[src/rtl/mas_div_pkg.sv]
// -----------------------------------------------------------------------------
// mas_div_pkg
// Shared definitions for the sequential restoring divider (mas_div_seq).
//   STATE_W : width of the divider FSM state encoding
//   state_t : FSM states
//             IDLE - waiting for an operand pair
//             RUN  - producing one quotient bit per cycle
//             DONE - result presented until the consumer takes it
// No ports (package only).
// -----------------------------------------------------------------------------
package mas_div_pkg;

  localparam int STATE_W = 2;

  typedef enum logic [STATE_W-1:0] {
    IDLE = 2'd0,
    RUN  = 2'd1,
    DONE = 2'd2
  } state_t;

endpackage

[src/rtl/mas_div_step.sv]
// -----------------------------------------------------------------------------
// mas_div_step
// One combinational iteration of radix-2 restoring division: shift the next
// dividend bit into the partial remainder, compare against the divisor and
// subtract when it fits. Kept separate so an unrolled divider can chain copies.
// Ports:
//   r_in    [WIDTH-1:0] partial remainder entering the step (always < divisor)
//   q_msb               dividend/quotient bit shifted into the remainder
//   divisor [WIDTH-1:0] divisor (non-zero when used)
//   r_out   [WIDTH-1:0] partial remainder leaving the step
//   q_bit               quotient bit produced by this step
// -----------------------------------------------------------------------------
module mas_div_step #(
  parameter int WIDTH = 8
) (
  input  logic [WIDTH-1:0] r_in,
  input  logic             q_msb,
  input  logic [WIDTH-1:0] divisor,
  output logic [WIDTH-1:0] r_out,
  output logic             q_bit
);

  logic [WIDTH:0] trial;

  // The trial value needs WIDTH+1 bits for the compare, but whenever the
  // subtraction happens the true difference is below the divisor, so the
  // WIDTH-bit modular difference is exact and the top bit can be dropped.
  always_comb begin
    trial = {r_in, q_msb};
    if (trial >= {1'b0, divisor}) begin
      r_out = trial[WIDTH-1:0] - divisor;
      q_bit = 1'b1;
    end else begin
      r_out = trial[WIDTH-1:0];
      q_bit = 1'b0;
    end
  end

endmodule

[src/rtl/mas_div_seq.sv]
// -----------------------------------------------------------------------------
// mas_div_seq
// Sequential unsigned radix-2 restoring divider. Accepts an operand pair over
// a valid/ready handshake, runs WIDTH iterations (one quotient bit per cycle)
// and holds quotient/remainder/div_by_zero until the consumer takes them.
// A zero divisor skips the iterations and returns all-ones / dividend.
// Ports:
//   clk, rst_n          clock and synchronous active-low reset
//   in_valid, in_ready  operand handshake (in_ready high only in IDLE)
//   dividend, divisor   operands, captured on accept
//   out_valid, out_ready result handshake (out_valid high only in DONE)
//   quotient, remainder registered result
//   div_by_zero         result came from a zero divisor
// -----------------------------------------------------------------------------
module mas_div_seq
  import mas_div_pkg::*;
#(
  parameter int WIDTH = 8
) (
  input  logic             clk,
  input  logic             rst_n,
  input  logic             in_valid,
  output logic             in_ready,
  input  logic [WIDTH-1:0] dividend,
  input  logic [WIDTH-1:0] divisor,
  output logic             out_valid,
  input  logic             out_ready,
  output logic [WIDTH-1:0] quotient,
  output logic [WIDTH-1:0] remainder,
  output logic             div_by_zero
);

  localparam int CNT_W = $clog2(WIDTH);
  localparam logic [CNT_W-1:0] CNT_LAST = CNT_W'(WIDTH - 1);

  state_t           state_q, state_d;
  logic [CNT_W-1:0] count_q, count_d;
  logic [WIDTH-1:0] q_q, q_d;
  logic [WIDTH-1:0] r_q, r_d;
  logic [WIDTH-1:0] div_q, div_d;
  logic [WIDTH-1:0] quot_q, quot_d;
  logic [WIDTH-1:0] rem_q, rem_d;
  logic             dbz_q, dbz_d;

  logic [WIDTH-1:0] step_r;
  logic             step_bit;

  mas_div_step #(.WIDTH(WIDTH)) u_step (
    .r_in    (r_q),
    .q_msb   (q_q[WIDTH-1]),
    .divisor (div_q),
    .r_out   (step_r),
    .q_bit   (step_bit)
  );

  // Q starts as the dividend and shifts left each step; the freed LSB takes
  // the new quotient bit, so after WIDTH steps Q holds the full quotient.
  // The result registers are loaded on the final step (or directly on a
  // zero-divisor accept) and stay put through any backpressure.
  always_comb begin
    state_d = state_q;
    count_d = count_q;
    q_d     = q_q;
    r_d     = r_q;
    div_d   = div_q;
    quot_d  = quot_q;
    rem_d   = rem_q;
    dbz_d   = dbz_q;
    case (state_q)
      IDLE: begin
        if (in_valid) begin
          if (divisor != '0) begin
            state_d = RUN;
            count_d = CNT_LAST;
            q_d     = dividend;
            r_d     = '0;
            div_d   = divisor;
          end else begin
            state_d = DONE;
            quot_d  = '1;
            rem_d   = dividend;
            dbz_d   = 1'b1;
          end
        end
      end
      RUN: begin
        q_d = {q_q[WIDTH-2:0], step_bit};
        r_d = step_r;
        if (count_q == '0) begin
          state_d = DONE;
          quot_d  = {q_q[WIDTH-2:0], step_bit};
          rem_d   = step_r;
          dbz_d   = 1'b0;
        end else begin
          count_d = count_q - 1'b1;
        end
      end
      DONE: begin
        if (out_ready) begin
          state_d = IDLE;
        end
      end
      default: state_d = IDLE;
    endcase
  end

  always_ff @(posedge clk) begin
    if (!rst_n) begin
      state_q <= IDLE;
      count_q <= '0;
      q_q     <= '0;
      r_q     <= '0;
      div_q   <= '0;
      quot_q  <= '0;
      rem_q   <= '0;
      dbz_q   <= 1'b0;
    end else begin
      state_q <= state_d;
      count_q <= count_d;
      q_q     <= q_d;
      r_q     <= r_d;
      div_q   <= div_d;
      quot_q  <= quot_d;
      rem_q   <= rem_d;
      dbz_q   <= dbz_d;
    end
  end

  // Handshake flags come straight from the state register.
  assign in_ready    = (state_q == IDLE);
  assign out_valid   = (state_q == DONE);
  assign quotient    = quot_q;
  assign remainder   = rem_q;
  assign div_by_zero = dbz_q;

endmodule

[config.mk]
export PLATFORM = sky130hd
export DESIGN_NAME = mas_div_seq
export DESIGN_NICKNAME = d
export VERILOG_FILES = /design/src/rtl/mas_div_pkg.sv /design/src/rtl/mas_div_step.sv /design/src/rtl/mas_div_seq.sv
export SDC_FILE = /design/constraint.sdc
export NUM_CORES = 1
export LEC_CHECK = 0
export CORE_MARGIN = 5
export CORE_UTILIZATION = 57
export DETAILED_ROUTE_END_ITERATION = 6
export GPL_ROUTABILITY_DRIVEN = 0
export MAX_ROUTING_LAYER = met4
export PLACE_DENSITY = 0.89
export SYNTH_ARGS = -nofsm -noshare
export SYNTH_HDL_FRONTEND = slang
export SYNTH_SLANG_ARGS = --single-unit
export TNS_END_PERCENT = 50
[constraint.sdc]
create_clock -name clk -period 3.32 [get_ports clk]
set_clock_uncertainty 0.15 [all_clocks]
set_input_delay 0.332 -clock clk [delete_from_list [all_inputs] [get_ports clk]]
set_output_delay 0.332 -clock clk [all_outputs]
set_load 0.005 [all_outputs]
# After elaboration in Yosys (flattened, before gate mapping)
# Index checks and enable logic that the tools add are counted.
totals:
  out_inout_bits: 19
  wordCells: 57
  reg_bits: 46
  in_bits: 20
classes:
  muxes: 29
  n_eq_ne: 8
  n_addsub: 2
  n_reduce_logical: 9
  magnitude_cmp: 1
ops:
  columns: ["cell", "count"]
  rows:
  - ["8-bit two-way mux", 11]
  - ["8-bit case mux with 2 select lines", 4]
  - ["9-bit by 8-bit >= comparator with 1-bit output", 1]
  - ["3-bit two-way mux", 3]
  - ["3-bit AND reduction", 3]
  - ["2-bit two-way mux", 4]
  - ["2-bit inequality test (second input constant)", 4]
  - ["4-bit AND reduction", 2]
  - ["8-bit nonzero test", 1]
  - ["8-bit subtractor", 1]
  - ["2-bit case mux with 3 select lines", 1]
  - ["3-bit case mux with 2 select lines", 1]
  - ["1-bit two-way mux", 4]
  - ["2-bit by 1-bit inequality test with 1-bit output (second input constant)", 2]
  - ["3-bit zero test", 1]
  - ["3-bit by 1-bit subtractor with 3-bit output (second input constant)", 1]
  - ["2-bit by 1-bit equality test with 1-bit output (second input constant)", 1]
  - ["2-bit equality test (second input constant)", 1]
  - ["2-bit zero test", 1]
  - ["1-bit case mux with 2 select lines", 1]
  - ["2-bit nonzero test", 1]

# Logic depth before layout (Yosys ltp)
# Gate-level depths: netlist of the first run.
logic_depth:
  word_depth: 4
  mapped_depth: 9
  depth_no_buf: 9

# Modules after synthesis
# Synthesis of the first run repeated with hierarchy kept, for this count alone.
unflattened:
  hier_cells: 279
  hier_area_um2: 2451.1
by_module_without_submodules:
  columns: ["mod", "cells_per_inst", "area_each_um2", "seq_area_each_um2", "n_inst"]
  rows:
  - ["mas_div_seq", 210, 1930.6, 920.9, 1]
  - ["mas_div_step", 69, 520.5, 0.0, 1]

# Worst setup path after synthesis of the first run
# OpenSTA, ideal clock, no wires.
synth_path:
  kind: "register to register"
  from: "register q_q[7]"
  to: "register rem_q[6], in the netlist remainder[6]"
  slack_ns: 1.122
  period_less_slack_ns: 2.198
  arrival_ns: 1.990
  setup_ns: 0.058
  required_time_ns: 3.112
  path_buffers: 0
  stages_incl_launch_ff: 10
  path_cell_list: "dfxtp_1 > inv_1 > ha_1 > fa_1 > nand2b_1 > a2111o_1 > o211ai_1 > o21ai_0 > a21oi_1 > o221a_2"
synth_via:
  elab_chain_cells: 4
  elab_cells_between_ends: 5
  cone_classes: "add/sub (1); order compare (1); mux (3)"
synth_rtl:
  columns: ["element", "line_no", "rtl"]
  rows:
  - ["start, declared", "mas_div_seq.sv:38", "logic [WIDTH-1:0] q_q, q_d;"]
  - ["start signal, assigned", "mas_div_seq.sv:120", "q_q <= q_d;"]
  - ["8-bit subtractor or 9-bit by 8-bit >= comparator with 1-bit output (tied branches)", "mas_div_step.sv:31, mas_div_step.sv:30", null]
  - ["8-bit two-way mux (*)", "mas_div_step.sv:30", "if (trial >= {1'b0, divisor}) begin"]
  - ["8-bit two-way mux (*)", "mas_div_seq.sv:89", "if (count_q == '0) begin"]
  - ["8-bit case mux with 2 select lines (*)", "mas_div_seq.sv:69", "case (state_q)"]
  - ["end signal, assigned", "mas_div_seq.sv:124", "rem_q <= rem_d;"]
  - ["end, declared", "mas_div_seq.sv:42", "logic [WIDTH-1:0] rem_q, rem_d;"]
# Every way passes the cells marked *; elsewhere a longest branch is shown, timed or not. The select of a mux whose other input is x is not followed.
# A chain may end at the register's enable or synchronous reset.

# Worst setup path in the final report of the first run
layout_path:
  from: "register div_q[6]"
  to: "register rem_q[5], in the netlist remainder[5]"
layout_via:
  elab_chain_cells: 4
layout_rtl:
  columns: ["element", "line_no", "rtl"]
  rows:
  - ["start, declared", "mas_div_seq.sv:40", "logic [WIDTH-1:0] div_q, div_d;"]
  - ["start signal, assigned", "mas_div_seq.sv:122", "div_q <= div_d;"]
  - ["9-bit by 8-bit >= comparator with 1-bit output", "mas_div_step.sv:30", null]
  - ["8-bit two-way mux", "mas_div_step.sv:30", null]
  - ["8-bit two-way mux", "mas_div_seq.sv:89", null]
  - ["8-bit case mux with 2 select lines", "mas_div_seq.sv:69", null]
# Every way passes these cells. The select of a mux whose other input is x is not followed.

==> results of run 1 <==
==> kinds of logic (layout without fill, tap and decap cells) <==
group / Yosys count / after routing / synth area share
xor gates and xnor gates: 3 / 3 / 0.0110
muxes: 8 / 8 / 0.0337
DFF: 46 / 46 / 0.387
adders and majority gates: 11 / 11 / 0.0610
AOI/OAI and AO/OA: 82 / 82 / 0.248
and+or+nand+nor: 94 / 94 / 0.202
buffers and inverters: 28 / 64 / 0.0573
==> flip-flops by register name, summed over array words and instances, names as in the netlist <==
| signal | cells |
|---|---|
| div_q | 8 |
| q_q | 8 |
| quotient | 8 |
| r_q | 8 |
| remainder | 8 |
| count_q | 3 |
| state_q | 2 |
| div_by_zero | 1 |
==> power breakdown <==
part / switching [mW] / total (mW) / leakage (nW) / internal (mW)
registers: 0.0416 / 0.653 / 0.377 / 0.611
logic: 0.312 / 0.550 / 0.698 / 0.238
clock network: 0.194 / 0.366 / 0.0489 / 0.172
==> stage by stage <==
step	cells	setup slack, ns	power, mW	hold slack, ns	util
after global placement	350	0.789	1.18	0.321	0.687
after CTS	358	0.774	1.56	0.335	0.711
after global routing	358	0.501	1.66	0.371	0.711
final	358	0.720	1.57	0.338	0.711
after detailed placement	350	0.639	1.20	0.323	0.687
after floorplan	272	1.12	1.05	0.296	-
==> critical path, cell delays in order, from the launching register on <==
cell                       delay, ns
sky130_fd_sc_hd__dfxtp_1        0.35
sky130_fd_sc_hd__inv_1          0.07
sky130_fd_sc_hd__ha_1           0.35
sky130_fd_sc_hd__a21o_1         0.20
sky130_fd_sc_hd__a211oi_1       0.30
sky130_fd_sc_hd__nand2_1        0.20
sky130_fd_sc_hd__nor2_1         0.42
sky130_fd_sc_hd__nand2_1        0.16
sky130_fd_sc_hd__a311oi_1       0.30
==> final timing paths <==
kind	end	slack (ns)	cells past startpoint
worst max register to register	remainder[5]	0.72	8
worst min-delay path	r_q[7]	0.34	2
worst min register to register	r_q[7]	0.34	2
worst max-delay path	remainder[5]	0.72	8
==> synthesized netlist by cell type, types with 2 or more instances <==
cell type                  count  share of area
sky130_fd_sc_hd__a211oi_1      3         0.0095
sky130_fd_sc_hd__a21boi_0      5          0.016
sky130_fd_sc_hd__a21o_1        4          0.013
sky130_fd_sc_hd__a21oi_1      10          0.021
sky130_fd_sc_hd__a311oi_1      7          0.026
sky130_fd_sc_hd__a31oi_1      10          0.026
sky130_fd_sc_hd__and2_1        2         0.0053
sky130_fd_sc_hd__and3_1        3         0.0079
sky130_fd_sc_hd__buf_4         2         0.0063
sky130_fd_sc_hd__buf_6         3          0.014
sky130_fd_sc_hd__clkbuf_1      8          0.013
sky130_fd_sc_hd__dfxtp_1      46           0.39
sky130_fd_sc_hd__ha_1         10          0.053
sky130_fd_sc_hd__inv_1        14          0.022
sky130_fd_sc_hd__mux2i_1       8          0.034
sky130_fd_sc_hd__nand2_1      33          0.052
sky130_fd_sc_hd__nand2b_1      3         0.0079
sky130_fd_sc_hd__nand3_1       7          0.015
sky130_fd_sc_hd__nor2_1       15          0.024
sky130_fd_sc_hd__nor2_4        2         0.0095
sky130_fd_sc_hd__nor2b_1      15          0.039
sky130_fd_sc_hd__nor3_1        4         0.0084
sky130_fd_sc_hd__o211a_1       4          0.017
sky130_fd_sc_hd__o211ai_1      2         0.0063
sky130_fd_sc_hd__o21a_1        4          0.013
sky130_fd_sc_hd__o21ai_0      17          0.036
sky130_fd_sc_hd__o221a_2       8          0.038
sky130_fd_sc_hd__xnor2_1       2         0.0074
==> cell type report <==
class	count	area, µm²
Multi-Input combinational cell	198	1320
Fill cell	322	1170
Sequential cell	46	921
Timing Repair Buffer	42	410
Clock buffer	7	86.3
Tap cell	50	62.6
Inverter	14	52.6
Clock inverter	1	8.76
==> routing by layer <==
metal,vias up,track usage
met3,9,0.0378
met2,81,0.395
li1,1055,-
met5,-,-
met1,1030,0.295
met4,0,0.0652
==> reports/summary.log, run 1 <==
INFO  run_status     run_status=finished, final reports clean
INFO  setup_path     critPathKind=flip-flop to flip-flop
INFO  finish         num-nets-final=338
INFO  floorplanning  ioPinCount=39
INFO  floorplanning  die_area=5560µm²
INFO  setup_path     cp-start-kind=flip-flop
INFO  worst_hold_path timing.hold.worst.class=flip-flop to flip-flop
INFO  synthesis      syn-cell-area=2380µm²
INFO  route          drt_first_pass_iters=4
INFO  route          met1_layer_wirelength_in_the_final_routing=2610µm
INFO  power_and_ir_drop p_leak=1.12nW
INFO  clock_network  clk_latency=0.30ns
INFO  sta            final_min_period_over_clock_period=0.783
INFO  synthesis      post_synth_edffs=0
INFO  worst_hold_path hold_path_startpoint=r_q[7]
INFO  clock_network  clkSinkCount=46
INFO  sta            min_period=2.60ns
INFO  route          detail_route.drc_violations=0
INFO  power_and_ir_drop cellPowerDensity=548nW/µm²
INFO  floorplanning  die_w=74.6µm
INFO  route          first_iter_violations=207
INFO  clock_network  cts_hold_buf=0
INFO  finish         layout.cells.most_common_list=sky130_fd_sc_hd__dfxtp_1, sky130_fd_sc_hd__clkdlybuf4s50_1, sky130_fd_sc_hd__nand2_1, sky130_fd_sc_hd__o21ai_0
INFO  synthesis      synth-seq-cells=46
INFO  placed_design  detailed_place_hpwl=4430µm
INFO  synthesis      synth-seq-area-share=0.387
INFO  synthesis      synth_flop_cell=sky130_fd_sc_hd__dfxtp_1
INFO  synthesis      syn-num-nets=303
INFO  setup_path     timing.critical_path.arrival=2.66ns
INFO  global_route   grt_antenna_before_repair=0
INFO  setup_path     worstSetupEndpointType=flip-flop
INFO  route          wire_per_inst=16.6µm
INFO  sta            maxClockFrequency=0.385GHz
INFO  global_route   first_global_vias=2095
INFO  floorplanning  floorplan.rows=23
INFO  sta            final-setup-viol-count=0
INFO  setup_path     critical_path.max_fanout=8
INFO  clock_network  ctsLongestPathBuffers=2
INFO  route          route.top_layer_used=met4
INFO  clock_network  htree_num_levels=2
INFO  finish         areaGrowthSynthToFinish=20.4%
INFO  sta            max_slew.worst_pin.slew=0.784ns
INFO  job            drv_cap=0
INFO  floorplanning  initial_utilization=0.590
INFO  sta            grt_setup_unrepaired=no
INFO  global_route   globalRoute.totalOverflow=0
INFO  route          routed-via-count=2175
INFO  finish         layout_commonest_cell=sky130_fd_sc_hd__dfxtp_1
INFO  route          postRouteAntennaNets=0
INFO  setup_path     startpoint=div_q[6]
INFO  global_route   grt_util_all_layers=0.236
INFO  floorplanning  core-area=4030µm²
INFO  setup_path     crit_required=3.38ns
INFO  clock_network  clock_tree_from_tritoncts=done
INFO  clock_network  post_cts_resized=0
INFO  sta            slew_violations=0
INFO  clock_network  post-cts-setup-buffer-count=0
INFO  finish         antenna-diode-count=0
INFO  route          via_per_inst=6.08
INFO  sta            hold_viol=0
INFO  sta            relSlewSlack=0.476
INFO  route          met2WireLength=2900µm
INFO  floorplanning  die_h=74.6µm
INFO  synthesis      post_synth_num_cell_types=49
INFO  clock_network  cts_made_buffers=5
INFO  setup_path     rr_startpoint=div_q[6]
INFO  route          wirelength=5960µm
INFO  global_route   grt_max_degree=25
INFO  route          route.met3.wl=344µm
INFO  finish         fin_area=2860µm²
INFO  synthesis      synth_area_per_cell=8.74µm²
INFO  placed_design  placed_standard_cell_area=2770µm²
INFO  synthesis      async_flop_share=0
INFO  finish         fraction_of_layout_cells_with_a_size_suffix_above_1=0.0877
INFO  global_route   grt_first_pass_wirelength=9880µm
INFO  clock_network  clockRootBuffer=sky130_fd_sc_hd__clkbuf_8
INFO  synthesis      synthCells=272
INFO  sta            finalSetupTns=0ns
INFO  power_and_ir_drop irDropWorstVdd=0.341mV
INFO  placed_design  place.port_buffers=38
INFO  clock_network  clkSlewWorstSetupHoldPaths=0.09ns
INFO  synthesis      yosys_warn_count=0
No activity file was read; power rests on OpenSTA's default activity.
==> inputs of run 2 (changes only) <==
- CORE_UTILIZATION: 57 -> 53
- PLACE_DENSITY: 0.89 -> 0.84
- clock period: 3.32 -> 2.65 ns (I/O delays scaled with it)
==> run 2 against run 1 <==
Count of clock-buffer cells in the layout decreased by 2. Global-route usage shrank 4.1 points. Critical path depth did not move. Cell count increased by 1.7%. Largest power group unchanged. Via count shrank 3.4%. Total power is 24% higher. Die area grew 6.5%. Cell area up 1.1%. Utilization decreased by 4.6 points. Register-to-register slack worse by 0.53 ns. Non-clock buffer count grew 4.
==> reports/summary.log, run 2 (same netlist as run 1, synthesis figures left out) <==
INFO  global_route   globalRoute.totalOverflow=0
INFO  run_status     run_status=finished, final reports clean
INFO  clock_network  clockRootBuffer=sky130_fd_sc_hd__clkbuf_8
INFO  clock_network  ctsLongestPathBuffers=2
INFO  sta            final-setup-viol-count=0
INFO  global_route   grt_max_degree=24
INFO  route          via_per_inst=5.77
INFO  finish         layout.cells.most_common_list=sky130_fd_sc_hd__dfxtp_1, sky130_fd_sc_hd__clkdlybuf4s50_1, sky130_fd_sc_hd__nand2_1, sky130_fd_sc_hd__o21ai_0
INFO  route          postRouteAntennaNets=0
INFO  setup_path     cp_top_family=compound AO/OA/AOI/OAI gates
INFO  power_and_ir_drop p_switching=689µW
INFO  floorplanning  core-area=4350µm²
INFO  sta            finalSetupTns=0ns
INFO  sta            grt_setup_unrepaired=no
INFO  finish         layout_commonest_cell=sky130_fd_sc_hd__dfxtp_1
INFO  global_route   first_global_vias=1987
INFO  finish         fraction_of_layout_cells_with_a_size_suffix_above_1=0.103
INFO  power_and_ir_drop irDropWorstVdd=0.451mV
INFO  floorplanning  die_area=5930µm²
INFO  route          detail_route.drc_violations=0
INFO  clock_network  cts_hold_buf=0
INFO  power_and_ir_drop power.switching_fraction=0.353
INFO  setup_path     critical_path.max_fanout=8
INFO  setup_path     buffers_inverters_on_critical_path=1
INFO  job            drv_cap=0
INFO  global_route   grt_antenna_before_repair=0
INFO  worst_hold_path timing.hold.worst.class=flip-flop to flip-flop
INFO  clock_network  clock_tree_from_tritoncts=done
INFO  sta            slew_violations=0
INFO  setup_path     timing.critical_path.arrival=2.55ns
INFO  global_route   grt_first_pass_wirelength=9360µm
INFO  clock_network  clkSinkCount=46
INFO  sta            max_slew.worst_pin.slew=0.446ns
INFO  floorplanning  initial_utilization=0.546
INFO  setup_path     critPathKind=flip-flop to flip-flop
INFO  route          first_iter_violations=176
INFO  sta            relSlewSlack=0.702
INFO  setup_path     timing.reg2reg.setup_slack=0.19ns
INFO  global_route   grt_util_all_layers=0.196
INFO  clock_network  post-cts-setup-buffer-count=0
INFO  setup_path     worstSetupEndpointType=flip-flop
INFO  power_and_ir_drop p_leak=1.14nW
INFO  placed_design  place_inst=356
INFO  sta            hold_viol=0
INFO  finish         instances_no_fill=364
INFO  setup_path     cp-start-kind=flip-flop
INFO  sta            maxClockFrequency=0.406GHz
INFO  placed_design  place.port_buffers=38
INFO  setup_path     crit_required=2.74ns
INFO  floorplanning  die_w=77.0µm
INFO  finish         antenna-diode-count=0
INFO  clock_network  clkSlewWorstSetupHoldPaths=0.09ns
INFO  power_and_ir_drop comb_power_share=0.352
INFO  route          drt_first_pass_iters=4
INFO  floorplanning  ioPinCount=39
INFO  power_and_ir_drop clockPowerShare=0.228
INFO  power_and_ir_drop pwr-share-seq=0.420
INFO  clock_network  clk_latency=0.30ns
INFO  clock_network  cts_made_buffers=5
INFO  setup_path     cp_slowest_cell=sky130_fd_sc_hd__nand4_1
INFO  power_and_ir_drop cellPowerDensity=675nW/µm²
INFO  clock_network  htree_num_levels=2
INFO  finish         num-nets-final=342
INFO  sta            final_min_period_over_clock_period=0.929
INFO  floorplanning  die_h=77.0µm
INFO  sta            min_period=2.46ns
INFO  power_and_ir_drop internal_power=1.26mW
INFO  finish         areaGrowthSynthToFinish=21.7%
INFO  setup_path     cp_cell_sequence=inv_1 > ha_1 > nand2_1 > o21ai_0 > nand4_1 > a211o_1 > a21o_1 > a31oi_1
INFO  setup_path     cp_slowest_stage_delay=0.39ns
INFO  route          wire_per_inst=15.4µm
INFO  route          wirelength=5620µm
INFO  route          routed-via-count=2100
INFO  placed_design  detailed_place_hpwl=4300µm
INFO  floorplanning  floorplan.rows=24
INFO  clock_network  post_cts_resized=0
==> run 2: changes by cell type in the layout (fill, tap and decap cells not counted) <==
cell,change
sky130_fd_sc_hd__clkinvlp_4,+1
sky130_fd_sc_hd__clkbuf_1,-1
sky130_fd_sc_hd__clkbuf_8,-1
sky130_fd_sc_hd__buf_4,+4
sky130_fd_sc_hd__clkinv_4,+1
==> run 2: worst reg2reg max path: stages, from the launching register on <==
cell and delay [ns]:
sky130_fd_sc_hd__dfxtp_1 0.35, sky130_fd_sc_hd__inv_1 0.06, sky130_fd_sc_hd__ha_1 0.38, sky130_fd_sc_hd__nand2_1 0.07, sky130_fd_sc_hd__o21ai_0 0.27, sky130_fd_sc_hd__nand4_1 0.39, sky130_fd_sc_hd__a211o_1 0.38, sky130_fd_sc_hd__a21o_1 0.20
sky130_fd_sc_hd__a31oi_1 0.15
==> run 2: final timing paths <==
kind             from            to  cells past startpoint
max          div_q[2]  remainder[4]                      8
min            r_q[7]        r_q[7]                      2
max reg2reg  div_q[2]  remainder[4]                      8
min reg2reg    r_q[7]        r_q[7]                      2
==> run 2: power by group through the flow <==
| stage | clock network, mW | logic, mW | registers, mW |
|---|---|---|---|
| after floorplan | 0 | 0.489 | 0.822 |
| after global placement | 0 | 0.659 | 0.833 |
| after detailed placement | 0 | 0.678 | 0.835 |
| after CTS | 0.451 | 0.682 | 0.819 |
| after global routing | 0.488 | 0.755 | 0.830 |
| final | 0.445 | 0.687 | 0.820 |
==> run 2: final cells by class <==
type | count | area, µm²
clock inverters | 3 | 25.0
well taps | 52 | 65.1
multi-input cells | 198 | 1320
inverters | 14 | 52.6
flip-flops and latches | 46 | 921
clock buffers | 5 | 68.8
repair buffers | 46 | 440
fillers | 366 | 1460
==> run 2: per-layer routing <==
metal	GRT usage	share of wire	wire length (µm)	vias to the layer above
li1	-	-	-	1056
met1	0.248	0.44	2480	968
met2	0.317	0.48	2700	68
met3	0.0351	0.063	352	8
met4	0.0619	0.016	89	0
met5	-	0	0	-
==> run 2: stage by stage <==
step                      hold WS, ns  power (mW)  cell area (µm²)  setup WS [ns]   util
after global placement          0.315        1.49             2800          0.255  0.643
after detailed placement        0.322        1.51             2800          0.147  0.643
after CTS                       0.336        1.95             2890          0.240  0.665
after global routing            0.362        2.07             2890         0.0260  0.665
final                           0.337        1.95             2890          0.187  0.665
after floorplan                 0.277        1.31             2380          0.452      -
==> inputs of run 3 (changes only) <==
- ABC_AREA: not set -> 1
- CORE_UTILIZATION: 53 -> 54
- PLACE_DENSITY: 0.84 -> 0.85
==> run 3 against run 2 <==
Cell area rose by 5.2%. Largest power group is now combinational logic. Combinational power grew 33%. Sequential share of layout area decreased by 1.6 points. Critical path depth is 2 higher. Area after synthesis is 7.6% higher. Register-to-register slack gained 0.33 ns. Wire length increased by 4.9%.
==> reports/summary.log, run 3 <==
INFO  run_status     run_status=finished, final reports clean
INFO  synthesis      syn-num-nets=421
INFO  route          wire_per_inst=12.3µm
INFO  global_route   first_global_vias=2296
INFO  synthesis      syn-cell-area=2560µm²
INFO  synthesis      synth_area_per_cell=6.56µm²
INFO  finish         filler_cell_count=415
INFO  sta            max_slew.worst_pin.slew=0.550ns
INFO  setup_path     crit_required=2.70ns
INFO  route          detail_route.drc_violations=0
INFO  global_route   grt_util_all_layers=0.209
INFO  synthesis      synthCells=390
INFO  setup_path     buffers_inverters_on_critical_path=1
INFO  floorplanning  die_area=6220µm²
INFO  worst_hold_path timing.hold.worst.class=flip-flop to flip-flop
INFO  floorplanning  die_h=78.9µm
INFO  synthesis      leading_cell_types_by_total_area_after_synthesis=sky130_fd_sc_hd__dfxtp_1, sky130_fd_sc_hd__nand2_1, sky130_fd_sc_hd__inv_1
INFO  synthesis      synth-seq-area-share=0.360
INFO  synthesis      post-synth-top-count-cell=sky130_fd_sc_hd__nand2_1
INFO  sta            grt_setup_unrepaired=no
INFO  setup_path     cp_top_family=simple AND/OR/NAND/NOR gates
INFO  synthesis      synth-seq-cells=46
INFO  clock_network  post-cts-setup-buffer-count=0
INFO  synthesis      async_flop_share=0
INFO  setup_path     cp_slowest_cell=sky130_fd_sc_hd__ha_1
INFO  sta            min_period=2.13ns
INFO  finish         num-nets-final=457
INFO  route          first_iter_violations=188
INFO  clock_network  clockRootBuffer=sky130_fd_sc_hd__clkbuf_8
INFO  sta            relSlewSlack=0.633
INFO  clock_network  ctsLongestPathBuffers=2
INFO  placed_design  place.port_buffers=38
INFO  global_route   grt_max_degree=31
INFO  synthesis      synth.top_cells.by_count=sky130_fd_sc_hd__nand2_1, sky130_fd_sc_hd__inv_1, sky130_fd_sc_hd__dfxtp_1, sky130_fd_sc_hd__nor2_1, sky130_fd_sc_hd__nand3_1
INFO  power_and_ir_drop cellPowerDensity=718nW/µm²
INFO  floorplanning  floorplan.rows=25
INFO  sta            finalSetupTns=0ns
INFO  finish         fraction_of_layout_cells_with_a_size_suffix_above_1=0.0516
INFO  power_and_ir_drop power.total=2.18mW
INFO  route          wirelength=5900µm
INFO  sta            hold_viol=0
INFO  synthesis      post_synth_num_cell_types=30
INFO  sta            final-setup-viol-count=0
INFO  placed_design  detailed_place_hpwl=4460µm
INFO  clock_network  clk_latency=0.29ns
INFO  sta            final_min_period_over_clock_period=0.804
INFO  global_route   grt_antenna_before_repair=0
INFO  power_and_ir_drop p_leak=1.54nW
INFO  floorplanning  die_w=78.9µm
INFO  setup_path     cp_cell_sequence=ha_1 > nand2_1 > nor2_1 > nand2_1 > nand3_1 > nand3_1 > nand4_1 > nand3_1 > nand2_1 > inv_1
INFO  route          postRouteAntennaNets=0
INFO  route          routed-via-count=2496
INFO  floorplanning  initial_utilization=0.549
INFO  setup_path     critical_path.max_fanout=8
INFO  global_route   grt_first_pass_wirelength=10200µm
INFO  floorplanning  core-area=4660µm²
INFO  sta            postLayoutSetupSlackWorst=0.518ns
INFO  sta            maxClockFrequency=0.469GHz
INFO  setup_path     critPathKind=flip-flop to flip-flop
INFO  synthesis      synth_flop_cell=sky130_fd_sc_hd__dfxtp_1
INFO  setup_path     timing.critical_path.arrival=2.18ns
INFO  synthesis      yosys.area.top_type=sky130_fd_sc_hd__dfxtp_1
INFO  floorplanning  ioPinCount=39
INFO  clock_network  post_cts_resized=0
INFO  power_and_ir_drop irDropWorstVdd=0.405mV
INFO  finish         instances_no_fill=480
INFO  placed_design  place_worst_setup_slack=0.466ns
INFO  finish         antenna-diode-count=0
INFO  finish         areaGrowthSynthToFinish=18.9%
INFO  synthesis      post_synth_edffs=0
INFO  clock_network  clkSlewWorstSetupHoldPaths=0.08ns
INFO  clock_network  clock_tree_from_tritoncts=done
INFO  setup_path     cp_slowest_stage_delay=0.38ns
INFO  finish         layout.cells.most_common_list=sky130_fd_sc_hd__nand2_1, sky130_fd_sc_hd__inv_1, sky130_fd_sc_hd__nor2_1, sky130_fd_sc_hd__dfxtp_1, sky130_fd_sc_hd__nand3_1
INFO  clock_network  cts_hold_buf=0
INFO  sta            slew_violations=0
INFO  setup_path     worstSetupEndpointType=flip-flop
INFO  clock_network  clkSinkCount=46
INFO  global_route   globalRoute.totalOverflow=0
INFO  clock_network  htree_num_levels=2
INFO  route          via_per_inst=5.20
INFO  synthesis      synth_largest_type_area_fraction=0.360
INFO  synthesis      yosys_warn_count=0
INFO  setup_path     cp-start-kind=flip-flop
INFO  job            drv_cap=0
INFO  placed_design  place_inst=473
INFO  route          drt_first_pass_iters=4
INFO  clock_network  cts_made_buffers=5
INFO  finish         layout_commonest_cell=sky130_fd_sc_hd__nand2_1
-- run 3: changes by cell type in the layout (fill, tap and decap cells not counted), moves of 15 or more --
cell,change
sky130_fd_sc_hd__a21oi_1,+16
sky130_fd_sc_hd__inv_1,+55
sky130_fd_sc_hd__nand2_1,+46
sky130_fd_sc_hd__nand3_1,+32
sky130_fd_sc_hd__nor2_1,+31
sky130_fd_sc_hd__nor2b_1,-15
-- run 3: final timing paths --
check                               from      endpoint  slack, ns  depth (start not counted)
worst max-delay path              r_q[2]  remainder[5]       0.52                         10
worst min register to register  div_q[2]      div_q[2]       0.32                          2
worst min-delay path            div_q[2]      div_q[2]       0.32                          2
worst max register to register    r_q[2]  remainder[5]       0.52                         10
-- run 3: cells by family (layout without fill, tap and decap cells) --
group	Yosys count	count (layout)	synth area share
compound gates	60	60	0.122
simple gates	184	184	0.314
buf+inv	85	121	0.134
fa+ha+maj	11	11	0.0567
xor+xnor	4	4	0.0137
flops	46	46	0.360
-- run 3: through the flow --
stage                     hold WS [ns]  utilization  area (µm²)
final                            0.318        0.653        3040
after global routing             0.341        0.653        3040
after CTS                        0.322        0.653        3040
after detailed placement         0.305        0.636        2960
after global placement           0.302        0.636        2960
after floorplan                  0.279            -        2560
-- run 3: power breakdown --
group	switching, mW	internal, mW	total [mW]
combinational	0.554	0.363	0.917
clock	0.227	0.181	0.409
sequential	0.0595	0.799	0.859
-- run 3: worst register-to-register path, delay by kind of cell, from the launching register on --
family	cells	cell delay (ns)
AND/OR/NAND/NOR	8	1.11
adder cells (fa/ha/maj)	1	0.38
flip-flops	1	0.36
buffers and inverters	1	0.04
-- run 3: area by class of cell --
class                           count  area, µm²  share of cell area
Multi-Input combinational cell    259       1300               0.426
Clock inverter                      1       7.51             0.00247
Timing Repair Buffer               41        403               0.132
Inverter                           73        277              0.0908
Sequential cell                    46        921               0.303
Tap cell                           54       67.6              0.0222
Clock buffer                        6       72.6              0.0238
-- run 3: per-layer routing --
layer	vias to the layer above	GRT usage	share of wire
met5	-	-	0
met4	0	0.0773	0.024
met3	13	0.0465	0.058
met2	70	0.345	0.48
met1	1106	0.251	0.43
li1	1307	-	-
==> variant 1 (config.mk and constraints of run 2) <==
`WIDTH` is set to 8 in 2 places; all go to 4.
--- a/src/rtl/mas_div_step.sv
+++ b/src/rtl/mas_div_step.sv
@@ -11,7 +11,7 @@
 //   q_bit               quotient bit produced by this step
 // -----------------------------------------------------------------------------
 module mas_div_step #(
-  parameter int WIDTH = 8
+  parameter int WIDTH = 4
 ) (
   input  logic [WIDTH-1:0] r_in,
   input  logic             q_msb,
--- a/src/rtl/mas_div_seq.sv
+++ b/src/rtl/mas_div_seq.sv
@@ -15,7 +15,7 @@
 module mas_div_seq
   import mas_div_pkg::*;
 #(
-  parameter int WIDTH = 8
+  parameter int WIDTH = 4
 ) (
   input  logic             clk,
   input  logic             rst_n,
Interface: changed (resized dividend, divisor, quotient and remainder); port bits go from 39 to 23. The function was not compared with the original's and may differ.
==> variant 1 against run 2 <==
  * Non-clock buffer count fell by 22
  * Total power down 54%
  * Final cell count shrank 47%
  * Combinational power decreased by 60%
  * Die area down 41%
  * Largest power group unchanged
  * Global-route usage is 2.3 points lower
  * Hold slack got worse by 8.7 ps
  * Sequential cell count is 21 lower
  * Worst setup slack gained 240 ps
  * Wire length down 53%
  * Synthesized area down 46%
  * Sequential power shrank 45%
  * Design area shrank 47%
  * Clock power down 62%
==> variant 1: results (changes against run 2) <==
| Metric | Value |
|---|---|
| Highest-delay cell along the critical path | dfxtp_1 |
| Hold_sp | div_q[3]$_SDFFE_PN0P_ |
| Met3 global-route usage | 0.01961 (-0.01552) |
| Multi-input gates | 104 (-47%) |
| Hold Path End | div_q[3]$_SDFFE_PN0P_ |
| GR Util All Layers | 0.1728 (-0.02291) |
| Max VDD drop | 0.0004578 V (+1.4%) |
| WL met3 | 66 µm (-81%) |
| Initial DRC count | 28 (-84%) |
| Post-synthesis mux area share | 0.008729 (-0.02494) |
| Status | complete, no violations |
| CTS Sinks | 25 (-46%) |
| Combinational share of power | 0.308 (-0.044) |
| Syn avg cell area | 8.958 µm² (+2.4%) |
| Port bufs | 22 (-42%) |
| Net Sw Frac | 0.3088 (-0.04426) |
| Commonest cells in the netlist | dfxtp_1, nand2_1, inv_1 |
| Post-synthesis sequential area ratio | 0.3880 (+0.0008082) |
| Inverters excl. clock | 8 (-6) |
| Non-clock buffering overhead | 0.1530 (+0.0007877) |
| Area share of fa/ha/maj cells after synthesis | 0.06402 (+0.002995) |
| Clock buf count | 3 (-2) |
| Met2 wire len | 1285 µm (-52%) |
| LEAKAGE | 0.6076 nW (-47%) |
| First-pass GRT wire length | 4671 µm (-50%) |
| Clk Latency, worst-skew pair | 320 ps (+20 ps) |
| Slew @ Worst Pin | 756.3 ps (+310.6 ps) |
| CP Capture Point | remainder[3]$_SDFFE_PN0P_ |
| Hold WS | 328.4 ps (-8.663 ps) |
| Drt wl/cell | 13.74 µm (-11%) |
| Htree depth | 1 (-1) |
| Post-DP HPWL | 2003 µm (-53%) |
| Non-Filler Instances | 193 (-47%) |
| Reg2Reg Depth | 7 (-1) |
| Worst Path Max Fanout | 7 (-1) |
[variant 1: changes by cell type after synthesis, sizes merged, moves of 4 or more]
cell,change
ha,-5
a21o,-4
o221a,-4
clkbuf,-5
mux2i,-8
nand2,-14
nor2b,-13
o21ai,-12
a21oi,-6
nor4,+4
a311oi,-7
dfxtp,-21
nor2,-11
inv,-6
[variant 1: through the flow]
step	util	setup slack, ps	total power (W)	instance area, µm²
4_1_cts	0.6756	451.8	0.0008980	1538
3_3_place_gp	0.6636	468.7	0.0007212	1510
3_5_place_dp	0.6636	440.0	0.0007300	1510
5_1_grt	0.6756	317.9	0.0009523	1538
2_1_floorplan	-	601.1	0.0006438	1290
6_report	0.6756	427.6	0.0008915	1538
[variant 1: tightest hold or removal path, stage by stage (launching register included)]
cell	delay (ps)
dfxtp_1	330
nand2_1	50
a21boi_0	60
==> variant 2 (flow settings as in run 2) <==
Without the edit above. Reset style: asynchronous (`rst_n`), changed in one clocked block. Comments in the files are not updated.
--- a/src/rtl/mas_div_seq.sv
+++ b/src/rtl/mas_div_seq.sv
@@ -104,7 +104,7 @@
     endcase
   end
 
-  always_ff @(posedge clk) begin
+  always_ff @(posedge clk or negedge rst_n) begin
     if (!rst_n) begin
       state_q <= IDLE;
       count_q <= '0;
Check against the original RTL: differs if rst_n is asserted again (counterexample within 4 cycles, from zero or initial values and one cycle with rst_n low); with rst_n held inactive, the same outputs for 10 cycles.
==> variant 2 against run 2 <==
  * The run now ends with DRC, hold timing left
  * Critical path depth decreased by 1
  * Design area increased by 4.0%
  * Worst setup slack improved by 83 ps
  * Sequential cell count unchanged
  * Synthesized area increased by 3.7%
  * Count of clock-buffer cells in the layout unchanged
  * Wire length shrank 0.73%
Power is not compared: it rests on default switching activity, and its combinational part moved more than twofold at a synthesized area within 25%.
==> variant 2: results (changes against run 2) <==
| Metric | Value |
|---|---|
| Via count | 2,014 (-4.1%) |
| Status | complete, but fails checks |
| Slew @ Worst Pin | 995.0 ps (+549.3 ps) |
| Overall routed net length | 5582 µm (-0.73%) |
| Pin count of the biggest net entering global routing | 47 (+96%) |
| Post-synthesis sequential area ratio | 0.4668 (+0.07960) |
| Post-synth top flop | dfrtp_1 |
| Vias per cell | 5.738 (-0.54%) |
| Final hold vios | 46 (+46) |
| Post-route DRC | 1 (+1) |
| GR Util All Layers | 0.2049 (+0.009144) |
| Worst Path Max Fanout | 7 (-1) |
| Initial DRC count | 103 (-41%) |
| Ratio of cells with drive above 1 in the final layout | 0.1137 (+0.01115) |
| DR pass1 iterations | 6 (+2) |
| Synth top area cells | dfrtp_1, ha_1, o21ai_0, nand2_1, nor2_1 |
| First-pass GRT wire length | 9887 µm (+5.7%) |
| RR Endpoint | remainder[5]$_DFFE_PN0P_ |
| Syn avg cell area | 9.633 µm² (+10%) |
| Dpl cells | 343 (-3.7%) |
| Netlist cell types | 47 (-4.1%) |
| Syn_nets | 287 (-5.3%) |
| Reg2reg start | r_q[2]$_DFFE_PN0P_ |
| Number of global-route vias before repair | 2,094 (+5.4%) |
| Failing checks | DRC, hold timing |
| Highest-delay cell along the critical path | dfrtp_1 |
| Reg2Reg Depth | 7 (-1) |
| Hold WS | -27.90 ps (-364.9 ps) |
| R2r setup slk | 270 ps (+80 ps) |
| Worst path max stage delay | 410 ps (+20 ps) |
| Nets@finish | 329 (-3.8%) |
==> variant 2: cell count changes in the layout (fill, tap and decap cells not counted), moves of 5 or more <==
cell | before | now
nor2b_1 | 15 | 3
buf_4 | 8 | 3
o221a_2 | 8 | 0
o22a_1 | 0 | 5
o21ai_0 | 17 | 23
dfrtp_1 | 0 | 46
dfxtp_1 | 46 | 0
a311oi_1 | 7 | 0
a21boi_0 | 5 | 0
nor2_1 | 15 | 27
a21oi_1 | 10 | 19
==> variant 2: kinds of logic after synthesis <==
group	count (synthesis)	synth area share
DFF	46	0.4668
muxes	6	0.02689
AOI/OAI and AO/OA	79	0.2111
and+or+nand+nor	86	0.1806
xor gates and xnor gates	5	0.01776
buffers and inverters	23	0.03805
adders and majority gates	11	0.05885
==> variant 2: layout make-up <==
| cell class | instances | area, µm² |
|---|---|---|
| tap | 52 | 65.06 |
| clock inverter | 3 | 25.02 |
| inverter | 16 | 60.06 |
| timing repair buffer | 42 | 417.9 |
| fill | 365 | 1435 |
| clock buffer | 5 | 68.82 |
| sequential | 46 | 1151 |
| multi-input combinational | 187 | 1221 |
==> variant 2: how the worst min path moves through the flow <==
stage                     depth (start not counted)                     from                        to
after CTS                                         1                    rst_n        q_q[4]$_DFFE_PN0P_
after floorplan                                   0                    rst_n    count_q[0]$_DFFE_PN0P_
after detailed placement                          1  quotient[3]$_DFFE_PN0P_   quotient[3]$_DFFE_PN0P_
final                                             1                    rst_n  remainder[3]$_DFFE_PN0P_
after global routing                              1                    rst_n        q_q[4]$_DFFE_PN0P_
after global placement                            2       r_q[7]$_DFFE_PN0P_        r_q[7]$_DFFE_PN0P_
==> variant 2: metal layers <==
metal | part of all wire | global-route usage | vias up
li1 | - | - | 981
met1 | 0.44 | 0.2730 | 968
met2 | 0.49 | 0.3305 | 60
met3 | 0.062 | 0.02975 | 5
met4 | 0.010 | 0.05420 | 0
met5 | 0 | - | -
==> variant 2: where the power goes <==
group,switching [W],total (W),internal (W),leakage (nW)
Combinational,0.00139,0.00254,0.00115,0.730
Clock,0.000254,0.000445,0.000191,0.0447
Sequential,0.000226,0.00126,0.00104,0.527
==> variant 2: metrics by stage <==
step	area [µm²]	power (W)	hold WS, ps	setup slack (ps)
floorplan	2466	0.003045	-180.6	534.0
global placement	2915	0.003706	322.6	285.4
CTS	3009	0.004275	13.35	261.3
global route	3009	0.004648	73.20	103.3
detailed placement	2915	0.003818	330.7	246.1
finish	3009	0.004248	-27.90	270.4
